<file path="config.mk">
export PLATFORM = sky130hd
export DESIGN_NAME = ip_tone_psg
export DESIGN_NICKNAME = d
export VERILOG_FILES = /design/src/rtl/ip_tone_psg.sv
export SDC_FILE = /design/constraint.sdc
export NUM_CORES = 1
export LEC_CHECK = 0
export CORE_AREA = 3 3 110 112
export CTS_CLUSTER_DIAMETER = 150
export DETAILED_ROUTE_END_ITERATION = 8
export DIE_AREA = 0 0 113 115
export GPL_TIMING_DRIVEN = 0
export PLACE_DENSITY_LB_ADDON = 0.1
export SLEW_MARGIN = 20
export SYNTH_ARGS = -nofsm -noshare
export SYNTH_HDL_FRONTEND = slang
export SYNTH_SLANG_ARGS = --single-unit
</file>
<file path="constraint.sdc">
create_clock -name clk -period 2.4 [get_ports clk]
set_clock_uncertainty 0.1 [all_clocks]
set_input_delay 0.6 -clock clk [delete_from_list [all_inputs] [get_ports clk]]
set_output_delay 0.6 -clock clk [all_outputs]
set_load 0.01 [all_outputs]
</file>
<file path="src/rtl/ip_tone_psg.sv">
// Host-programmable square-wave tone generator on the MSX I/O bus (index/data port pair).
// Optional IP_TONE_PSG_READBACK_EN: data-port reads return the selected register R0-R4.
module ip_tone_psg #(
  parameter logic [7:0] io_address = 8'h10
) (
  input  logic        clk,
  input  logic        reset,
  input  logic        tick,
  input  logic [15:0] bus_address,
  input  logic        bus_io,
  input  logic        bus_read,
  input  logic        bus_write,
  input  logic [7:0]  bus_write_data,
  output logic        bus_io_cs,
  output logic        bus_read_ready,
  output logic [7:0]  bus_read_data,
  output logic [7:0]  sound_level,
  output logic        busy
);

  localparam logic [7:0] data_address = io_address + 8'd1;
  localparam logic [2:0] reg_freq_l   = 3'd0;
  localparam logic [2:0] reg_freq_h   = 3'd1;
  localparam logic [2:0] reg_level    = 3'd2;
  localparam logic [2:0] reg_ctrl     = 3'd3;
  localparam logic [2:0] reg_dur      = 3'd4;
  localparam logic [9:0] presc_last   = 10'd1023;

  logic        hit_index;
  logic        hit_data;
  logic        wr_index;
  logic        wr_data;
  logic        wr_ctrl;
  logic        rd_hit;
  logic        unused;

  logic [2:0]  index,     index_nxt;
  logic [15:0] freq,      freq_nxt;
  logic [7:0]  level,     level_nxt;
  logic        en,        en_nxt;
  logic        oneshot,   oneshot_nxt;
  logic [7:0]  dur,       dur_nxt;
  logic [15:0] div_count, div_count_nxt;
  logic        phase,     phase_nxt;
  logic [9:0]  presc,     presc_nxt;
  logic [7:0]  dur_count, dur_count_nxt;
  logic [7:0]  sound_nxt;
  logic        read_ready_nxt;
  logic [7:0]  read_data_nxt;

  // Only the low address byte selects the ports.
  assign unused    = ^bus_address[15:8];
  assign hit_index = bus_address[7:0] == io_address;
  assign hit_data  = bus_address[7:0] == data_address;
  assign bus_io_cs = bus_io && (hit_index || hit_data);
  assign wr_index  = bus_write && bus_io && hit_index;
  assign wr_data   = bus_write && bus_io && hit_data;
  assign wr_ctrl   = wr_data && (index == reg_ctrl);
  assign rd_hit    = bus_read && bus_io_cs;
  assign busy      = en;

  always_comb begin
    index_nxt      = index;
    freq_nxt       = freq;
    level_nxt      = level;
    en_nxt         = en;
    oneshot_nxt    = oneshot;
    dur_nxt        = dur;
    div_count_nxt  = div_count;
    phase_nxt      = phase;
    presc_nxt      = presc;
    dur_count_nxt  = dur_count;
    read_ready_nxt = 1'b0;
    read_data_nxt  = 8'h00;

    if (wr_index) begin
      index_nxt = bus_write_data[2:0];
    end
    if (wr_data) begin
      case (index)
        reg_freq_l: freq_nxt[7:0]  = bus_write_data;
        reg_freq_h: freq_nxt[15:8] = bus_write_data;
        reg_level:  level_nxt      = bus_write_data;
        reg_dur:    dur_nxt        = bus_write_data;
        default:    ;
      endcase
    end

    // Tone divider and one-shot prescaler; idle state is all-zero.
    if (!en) begin
      div_count_nxt = 16'd0;
      phase_nxt     = 1'b0;
      presc_nxt     = 10'd0;
    end else if (tick) begin
      if (div_count == 16'd0) begin
        div_count_nxt = freq;
        phase_nxt     = ~phase;
      end else begin
        div_count_nxt = div_count - 16'd1;
      end
      presc_nxt = presc + 10'd1;
      if ((presc == presc_last) && oneshot) begin
        if (dur_count == 8'd0) begin
          en_nxt = 1'b0;
        end else begin
          dur_count_nxt = dur_count - 8'd1;
        end
      end
    end

    // A CTRL write overrides expiry; enabling preloads FREQ so the first toggle lands FREQ+1 ticks later.
    if (wr_ctrl) begin
      en_nxt      = bus_write_data[0];
      oneshot_nxt = bus_write_data[1];
      if (!en && bus_write_data[0]) begin
        div_count_nxt = freq;
        phase_nxt     = 1'b0;
      end
      if (bus_write_data[0] && bus_write_data[1]) begin
        dur_count_nxt = dur;
        presc_nxt     = 10'd0;
      end
    end

    sound_nxt = (en_nxt && phase_nxt && (freq_nxt != 16'd0)) ? level_nxt : 8'h00;

    if (rd_hit) begin
      read_ready_nxt = 1'b1;
      if (hit_index) begin
        read_data_nxt = {5'd0, index};
      end else begin
`ifdef IP_TONE_PSG_READBACK_EN
        case (index)
          reg_freq_l: read_data_nxt = freq[7:0];
          reg_freq_h: read_data_nxt = freq[15:8];
          reg_level:  read_data_nxt = level;
          reg_ctrl:   read_data_nxt = {6'd0, oneshot, en};
          reg_dur:    read_data_nxt = dur;
          default:    read_data_nxt = 8'h00;
        endcase
`else
        read_data_nxt = 8'h00;
`endif
      end
    end
  end

  always_ff @(posedge clk) begin
    if (reset) begin
      index          <= 3'd0;
      freq           <= 16'd0;
      level          <= 8'h00;
      en             <= 1'b0;
      oneshot        <= 1'b0;
      dur            <= 8'h00;
      div_count      <= 16'd0;
      phase          <= 1'b0;
      presc          <= 10'd0;
      dur_count      <= 8'h00;
      sound_level    <= 8'h00;
      bus_read_ready <= 1'b0;
      bus_read_data  <= 8'h00;
    end else begin
      index          <= index_nxt;
      freq           <= freq_nxt;
      level          <= level_nxt;
      en             <= en_nxt;
      oneshot        <= oneshot_nxt;
      dur            <= dur_nxt;
      div_count      <= div_count_nxt;
      phase          <= phase_nxt;
      presc          <= presc_nxt;
      dur_count      <= dur_count_nxt;
      sound_level    <= sound_nxt;
      bus_read_ready <= read_ready_nxt;
      bus_read_data  <= read_data_nxt;
    end
  end

endmodule

</file>
## After elaboration in Yosys (flattened, before gate mapping)

Index checks and enable logic that the tools add are counted.
Widths: inputs -> output; s select.

| word-level totals | value |
|---|---|
| bits of input ports | 30 |
| output and inout port bits | 19 |
| register bits | 89 |
| logic and storage cells | 80 |

| operators by class | value |
|---|---|
| muxes and demuxes | 31 |
| equal/unequal tests | 7 |
| add/sub/neg operators | 3 |
| reductions and logical operators | 21 |
| bitwise logic cells | 4 |

Operators with widths:

| kind | count |
|---|---|
| $mux 16 | 6 |
| $mux 8 | 10 |
| $mux 10 | 4 |
| $eq 8x5->1 const B | 2 |
| $logic_not 16->1 | 1 |
| $reduce_bool 16->1 | 1 |
| $sub 16x1->16 const B | 1 |
| $logic_and 1x1->1 | 11 |
| $mux 1 | 11 |
| $add 10x1->10 const B | 1 |
| $eq 10x10->1 const B | 1 |
| $logic_not 8->1 | 1 |
| $sub 8x1->8 const B | 1 |
| $eq 3x2->1 const B | 2 |
| $not 1->1 | 4 |
| $reduce_or 2->1 | 2 |
| $eq 3x1->1 const B | 1 |
| $eq 3x3->1 const B | 1 |
| $logic_not 3->1 | 1 |
| $reduce_or 3->1 | 1 |
| $reduce_and 2->1 | 1 |
| $logic_not 1->1 | 1 |
| $logic_or 1x1->1 | 1 |

## Logic depth before layout (Yosys ltp)

Gate-level depths: netlist (run 1).

| logic depth | value |
|---|---|
| word-level depth | 10 |
| mapped depth | 8 |

## Least setup slack after synthesis (run 1)

OpenSTA, ideal clock, no wires.

| timing path | value |
|---|---|
| path type | in2reg |
| start | in bus_address[1] |
| end | reg sound_level[7] |
| stages on the path | 7 |
| slack | -0.030 ns |
| setup time | 0.136 ns |
| arrival | 2.194 ns |
| cells stage by stage | or4b_1 -> buf_2 -> nor4b_1 -> buf_4 -> o2bb2ai_1 -> o22ai_2 -> nor3_1 |

| between the ends | value |
|---|---|
| longest elaborated chain between the ends | 8 |
| elaborated cells between the ends (all ways) | 12 |
| those cells by class | 1 x eq/ne; 4 x mux; 1 x bitwise; 6 x reduce/logical |

Ends and longest elaborated chain:

| item | RTL line | RTL |
|---|---|---|
| from (decl) | 9 | `input logic [15:0] bus_address,` |
| $eq 8x5->1 * | 54 | `assign hit_data = bus_address[7:0] == data_address;` |
| $logic_and 1x1->1 * | 57 | `assign wr_data = bus_write && bus_io && hit_data;` |
| branches (longest 6 deep; another with $mux 16) | - |  |
| to (signal assigned) | 174 | `sound_level <= sound_nxt;` |
| to (decl) | 17 | `output logic [7:0] sound_level,` |

Mark *: on every way between the ends.
A chain may end at the register's enable or synchronous reset.

## Final worst setup path (run 1)

| timing path | value |
|---|---|
| start | in bus_address[7] |
| end | out bus_io_cs |

| between the ends | value |
|---|---|
| longest elaborated chain between the ends | 3 |
| elaborated cells between the ends (all ways) | 4 |
| those cells by class | 2 x eq/ne; 2 x reduce/logical |

Ends and longest elaborated chain:

| item | RTL line | RTL |
|---|---|---|
| $eq 8x5->1 (on tied branches) | 53, 54 |  |
| $logic_or 1x1->1 * | 55 | `assign bus_io_cs = bus_io && (hit_index \|\| hit_data);` |
| $logic_and 1x1->1 * | 55 |  |
| to (decl) | 14 | `output logic bus_io_cs,` |

Every way passes the cells marked *; elsewhere a longest branch is shown, timed or not.

==> results of run 1 <==
-- how the worst max path moves through the flow --
stage	depth (start not counted)	slack (ns)	endpoint
after floorplan	7	-0.007	sound_level[7]
after CTS	5	0.006	bus_io_cs
after detailed placement	5	-0.83	bus_io_cs
final	5	0.02	bus_io_cs
after global routing	9	-0.005	div_count[13]
after global placement	6	-0.88	sound_level[7]
-- cells in the mapped netlist (2+ instances only) --
master	instances
nor4b_1	4
and2_1	5
dfxtp_1	84
o41ai_1	2
xnor2_1	6
or3_1	4
buf_4	6
nor4_4	2
nor3_1	17
ha_1	5
nor4_1	14
nand4_1	12
or4b_1	3
nand3b_1	5
nand2b_1	5
inv_1	12
nand4b_1	3
a22o_1	2
o31ai_1	2
o21ai_0	11
nor3b_1	4
mux2i_1	36
xor2_1	5
and3_1	4
buf_2	6
clkbuf_1	18
o2111ai_1	4
o2bb2ai_1	3
nand3_1	9
a32oi_1	2
a31oi_1	2
or4_1	6
a21oi_1	27
a21o_1	3
nor2_1	72
nand2_1	41
nor2b_1	2
a211oi_1	7
-- per-stage QoR --
stage | setup TNS, ns | setup slack (ns) | cell area (um^2) | cells | power (mW)
after floorplan | -0.00666 | -0.00666 | 4140 | 482 | 1.48
after global placement | -43.10 | -0.882 | 4650 | 658 | 1.55
after detailed placement | -43.19 | -0.833 | 4650 | 658 | 1.55
after CTS | 0 | 0.00554 | 5130 | 684 | 2.97
after global routing | -0.00461 | -0.00461 | 5180 | 686 | 3.03
final | 0 | 0.0236 | 5180 | 686 | 2.94
-- sequential cells by signal, indices dropped and copies added (netlist names) --
signal and cells:
index 3, div_count 16, sound_level 8, phase 1, busy 1, dur_count 8
bus_read_data 3, level 8, freq 16, dur 8, presc 10, bus_read_ready 1
oneshot 1
-- report_power, final --
part	internal, mW	total (mW)	switching [mW]
clock network	0.837	1.42	0.583
registers	1.39	1.39	0.000143
logic	0.0500	0.128	0.0779
total	2.28	2.94	0.661
-- area by class of cell --
| class | instances | area share |
|---|---|---|
| timing repair buffer | 47 | 0.0859 |
| buffer | 29 | 0.0309 |
| clock buffer | 11 | 0.0468 |
| multi-input combinational | 355 | 0.457 |
| sequential | 84 | 0.324 |
| inverter | 12 | 0.00869 |
| clock inverter | 5 | 0.0118 |
| tap | 143 | 0.0345 |
-- placed cells by master (no fill, tap or decap), types with 7 or more instances in the layout --
cell	count
o21ai_0	11
a21oi_1	27
clkbuf_1	16
clkbuf_16	9
nor4_1	12
buf_4	20
dfxtp_1	84
inv_1	12
a211oi_1	7
nand3_1	9
nand2_1	39
nor2_1	70
mux2i_1	36
nand4_1	12
nor3_1	15
clkdlybuf4s50_1	23
-- layer usage --
layer | wire (um) | global-route usage | vias up | part of all wire
met2 | 5240 | 0.296 | 98 | 0.46
met3 | 558 | 0.0342 | 12 | 0.049
met4 | 116 | 0.0561 | 0 | 0.010
met5 | 0 | 0 | - | 0
met1 | 5490 | 0.241 | 1714 | 0.48
li1 | - | - | 1847 | -
-- critical path, stage by stage --
cell and delay, ns:
clkdlybuf4s15_1 0.16, or4b_4 0.53, buf_8 0.16, nor2_4 0.11
buf_6 0.11
-- what timing repair did --
action / in CTS / in global routing
gates resized for setup: 40 / 8
buffers inserted: 10 / 4
setup endpoints to repair: 67 / 41
hold buffers: 0 / 0
pin swaps: 6 / 6
-- logic make-up (layout without fill, tap and decap cells) --
group	Yosys count	after routing
other cells	1	5
flops	84	84
fa+ha+maj	5	5
mux	37	37
compound gates	78	78
xor+xnor	11	11
buf+inv	43	104
simple gates	219	219
==> parameters.txt, run 1 <==
Parameter                              Value

Run status
  Status ... complete, no violations

Route
  Remaining antenna violation count after routing ... 0
  Via density ... 5.35
  Number of detailed-routing iterations run before antenna repair ... 5
  DRC marker count from the first detailed-route iteration ... 151
  Total number of vias ... 3,671
  DRC violations left ... 0
  Total wire length ... 11.4 mm
  WL per Instance ... 16.6 um

STA
  Final clock period utilization by the worst path ... 0.990
  Slew at the pin closest to its max-slew limit ... 0.580 ns
  Time the final worst path needs with I/O delays and setup ... 2.38 ns
  Endpoints failing hold ... 0
  Final count of pins violating max slew ... 0
  Smallest hold slack ... 0.356 ns
  Max-slew headroom at the worst pin ... 0.608
  Final setup violation count ... 0
  RSZ-0062 raised after global routing ... true
  FMAX ... 421 MHz

Power and ir drop
  Power per cell area ... 568 nW/um^2
  Leakage power of the design ... 2.02 nW
  Maximum VDD drop ... 308 uV

GRT
  Global-route wire length before repair ... 18.5 mm
  GR Util All Layers ... 0.180
  Total congestion overflow ... 0
  Via count of the first global-routing pass ... 3,605
  Antenna violations before repair ... 0
  Maximum number of pins on one net before global-route repair ... 15

Finish
  Diode insertion count for antenna repair ... 0
  Count of nets after finishing ... 573
  Fill cell count ... 1,147
  Utilization of the core after routing ... 0.458
  Relative area change from synthesis to final layout ... 25.8%
  Layout cell share with drive strength beyond 1 ... 0.127
  Sequential cell area ... 1680 um^2
  Multi-input logic area ... 2370 um^2

Logic synthesis
  Gate Count Post-Synth ... 478
  Portion of synthesized cell area occupied by the leading cell type ... 0.408
  Dominant combinational cell family by area after synthesis ... simple AND/OR/NAND/NOR gates
  Mux share of post-synthesis cell area ... 0.0902
  Count of cell types in the netlist ... 61
  Synth Register Bits ... 84
  Library cell occupying the most area in the post-synthesis netlist ... dfxtp_1
  Fraction of synthesized cell area in xor and xnor cells ... 0.0234
  Ranking of synthesized cells by area ... dfxtp_1, mux2i_1, nor2_1
  Netlist Area Pre-Place ... 4120 um^2
  Synth Area in Adders ... 0.0152
  Complex-gate fraction of the synthesized area ... 0.128
  Fraction of the mapped netlist area in simple logic gates ... 0.286
  Sequential-to-total area share from yosys stat ... 0.408
  EDFF count, synth ... 0
  Synth async-reset ratio ... 0
  Count of yosys warnings during synthesis ... 0
  Mean instance size in the synthesized netlist ... 8.62 um^2
  Most instantiated flip-flop cell in the synthesis netlist ... dfxtp_1

Floorplanning
  Area of the core ... 11,300 um^2
  Count of standard-cell rows ... 39
  Top Ports ... 49
  Y dimension of the die ... 115 um
  Die ar. ... 13,000 um^2
  Die X ... 113 um
  Initial Utilization ... 0.364

Worst setup path
  Worst R2R Setup Slack ... 0.10 ns
  Reg-to-reg endpoint ... dur_count[1]
  Endpoint arrival time on the critical path ... 1.68 ns
  Crit Path Class ... input pin to primary output
  Critical Path RT ... 1.70 ns
  Critical-path maximum fanout ... 8
  Critical path startpoint ... bus_address[7]
  Critical Path Sink Type ... primary output
  Reg2reg path depth ... 6
  Crit Reg-Reg Startpoint ... dur_count[2]
  Startpoint kind of the worst setup timing path ... input pin

Clock network
  Maximum level of the CTS H-tree ... 3
  CTS tree ... built
  Number of sinks handled by clock tree synthesis ... 84
  Clock buffer count from CTS ... 9
  Clock root buffer ... clkbuf_16
  Maximum clock insertion buffer count ... 2
  Clk Latency, worst-skew pair ... 0.34 ns
  Clock slew at reported path FFs ... 0.06 ns

Run
  Number of maximum-capacitance constraint violations ... 0

Placed design
  Dpl hpwl ... 8.25 mm
  Port Buf Inserts ... 33
  Final RePlAce weighted congestion ... 0.851

Hold path
  End point of the most critical hold path ... dur[3]
  Worst hold path cell count ... 2
  Path type of the worst min-delay path ... flop to flop
  Hold path startpoint ... dur[3]
(Power assumes the default switching activity.)
==> run 2, diff against run 1 <==
--- a/config.mk
+++ b/config.mk
@@ -5,10 +5,10 @@
 export SDC_FILE = /design/constraint.sdc
 export NUM_CORES = 1
 export LEC_CHECK = 0
-export CORE_AREA = 3 3 110 112
+export CORE_AREA = 5 5 112 114
 export CTS_CLUSTER_DIAMETER = 150
 export DETAILED_ROUTE_END_ITERATION = 8
-export DIE_AREA = 0 0 113 115
+export DIE_AREA = 0 0 117 119
 export GPL_TIMING_DRIVEN = 0
 export PLACE_DENSITY_LB_ADDON = 0.1
 export SLEW_MARGIN = 20
==> run 2 against run 1 <==
Against the previous run: die area rose by 7.1%; sequential power barely moved; critical path type unchanged; via count unchanged; hold slack improved by 0.0013 ns; largest power group is now sequential cells; combinational power about the same; clock-buffer cell count unchanged; global-route usage down 0.68 points; critical path depth unchanged; non-clock buffer count grew 2.
==> parameters.txt, run 2 (synthesis gave the netlist of run 1 again) <==
Parameter                              Value

GRT
  Maximum number of pins on one net before global-route repair ... 15
  GR Util All Layers ... 0.173
  Via count of the first global-routing pass ... 3,691
  Antenna violations before repair ... 0
  Global-route wire length before repair ... 19.1 mm
  Total congestion overflow ... 0

Placed design
  Worst setup slack before clock tree synthesis ... -0.867 ns
  Dpl hpwl ... 8.35 mm
  Placed cell count ... 658
  Final RePlAce weighted congestion ... 0.853
  Post-place instance area ... 4650 um^2
  Port Buf Inserts ... 33

Route
  DRC violations left ... 0
  Number of detailed-routing iterations run before antenna repair ... 4
  Via density ... 5.34
  WL per Instance ... 16.7 um
  Total wire length ... 11.5 mm
  DRC marker count from the first detailed-route iteration ... 224
  Remaining antenna violation count after routing ... 0
  Total number of vias ... 3,671

Clock network
  Maximum clock insertion buffer count ... 2
  Number of sinks handled by clock tree synthesis ... 84
  Clock root buffer ... clkbuf_16
  CTS tree ... built
  Clk Latency, worst-skew pair ... 0.35 ns
  Maximum level of the CTS H-tree ... 3
  Clock buffer count from CTS ... 9
  Clock slew at reported path FFs ... 0.06 ns

Floorplanning
  Top Ports ... 49
  Die X ... 117 um
  Count of standard-cell rows ... 39
  Initial Utilization ... 0.364
  Die ar. ... 13,900 um^2
  Area of the core ... 11,300 um^2
  Y dimension of the die ... 119 um

Finish
  Largest registers ... div_count x16, freq x16, presc x10
  Fill cell count ... 1,130
  Sequential cell area ... 1680 um^2
  Count of nets after finishing ... 575
  Most common library cell in the layout ignoring fill and taps ... dfxtp_1
  Layout cell share with drive strength beyond 1 ... 0.143
  Utilization of the core after routing ... 0.459
  Multi-input logic area ... 2390 um^2
  Relative area change from synthesis to final layout ... 26.1%
  Summed area of non-filler cells in the final layout ... 5190 um^2
  Most used cells in the layout excluding fill and tap cells ... dfxtp_1, nor2_1, nand2_1
  Final standard cell count with taps included and fillers excluded ... 688
  Diode insertion count for antenna repair ... 0

Worst setup path
  Startpoint kind of the worst setup timing path ... input pin
  Crit Reg-Reg Startpoint ... div_count[0]
  Crit-path slowest cell ... or4b_4
  Reg-to-reg endpoint ... div_count[14]
  Critical Path Sink Type ... primary output
  Reg2reg path depth ... 9
  Number of buffers and inverters on the critical path ... 3
  Critical path's top delay family ... simple AND/OR/NAND/NOR gates
  Crit Path Class ... input pin to primary output
  Stages on worst setup path ... 5
  Critical-path maximum fanout ... 8
  Critical Path RT ... 1.70 ns
  Worst R2R Setup Slack ... 0.09 ns
  Endpoint arrival time on the critical path ... 1.64 ns
  Crit-path cells ... clkdlybuf4s15_1 -> or4b_4 -> buf_8 -> nor2_4 -> buf_6
  Maximum cell stage delay along the critical path ... 0.51 ns

Hold path
  Worst hold path cell count ... 2
  End point of the most critical hold path ... dur[3]
  Path type of the worst min-delay path ... flop to flop
  Hold path startpoint ... dur[3]

Run
  Number of maximum-capacitance constraint violations ... 0

STA
  Slew at the pin closest to its max-slew limit ... 0.848 ns
  RSZ-0062 raised after global routing ... false
  FMAX ... 427 MHz
  Final clock period utilization by the worst path ... 0.976
  Max-slew headroom at the worst pin ... 0.433
  Endpoints failing hold ... 0
  Final setup violation count ... 0
  Post-route worst setup slack ... 0.0566 ns
  Time the final worst path needs with I/O delays and setup ... 2.34 ns
  Final count of pins violating max slew ... 0

Power and ir drop
  Power per cell area ... 544 nW/um^2
  Leakage power of the design ... 2.02 nW
  Power, Total ... 2.83 mW
  Maximum VDD drop ... 308 uV

Run status
  Status ... complete, no violations
run 2: worst max-delay path by stage:
stage | start | slack (ns) | endpoint
after CTS | bus_address[5] | 0.005 | bus_io_cs
after floorplan | bus_address[1] | -0.007 | sound_level[7]
final | bus_address[7] | 0.06 | bus_io_cs
after detailed placement | tick | -0.87 | sound_level[7]
after global placement | tick | -0.87 | sound_level[7]
after global routing | div_count[0] | 0.006 | div_count[6]
run 2: area by class of cell:
cell class              instances  area share
multi-input cells             355       0.461
flip-flops and latches         84       0.324
repair buffers                 48      0.0850
clock buffers                  11      0.0448
plain buffers                  30      0.0352
well taps                     143      0.0344
inverters                      12     0.00867
clock inverters                 5     0.00723
run 2: what timing repair did:
action,CTS,global route
resized for setup,41,21
cloned,0,0
endpoints found under the setup margin,69,59
hold endpoints to repair,0,0
hold buffers,0,0
setup buffers,10,5
pin swaps,7,11
run 2: where the power goes:
part,switching [mW],total [mW],internal (mW)
combinational,0.0793,0.129,0.0501
sequential,0.000150,1.39,1.39
clock,0.598,1.30,0.706
run 2: worst register-to-register path: cells and delay by family, from the launching register on:
family | cells | cell delay, ns
compound gates | 2 | 0.25
buf+inv | 3 | 0.42
simple gates | 3 | 0.89
flops | 1 | 0.35
fa+ha+maj | 1 | 0.15
run 2: stage by stage:
stage	setup TNS [ns]	hold slack (ns)
floorplan	-0.00666	0.332
global placement	-43.04	0.344
detailed placement	-44.44	0.350
CTS	0	0.358
global route	0	0.383
finish	0	0.357
run 2: routing by layer:
metal  wire length, um  global-route usage  vias to the layer above
met5                 0                   0                        -
met4               249              0.0774                        0
met3               365              0.0325                       20
met2              5230               0.269                       77
met1              5650               0.232                     1728
li1                  -                   -                     1846
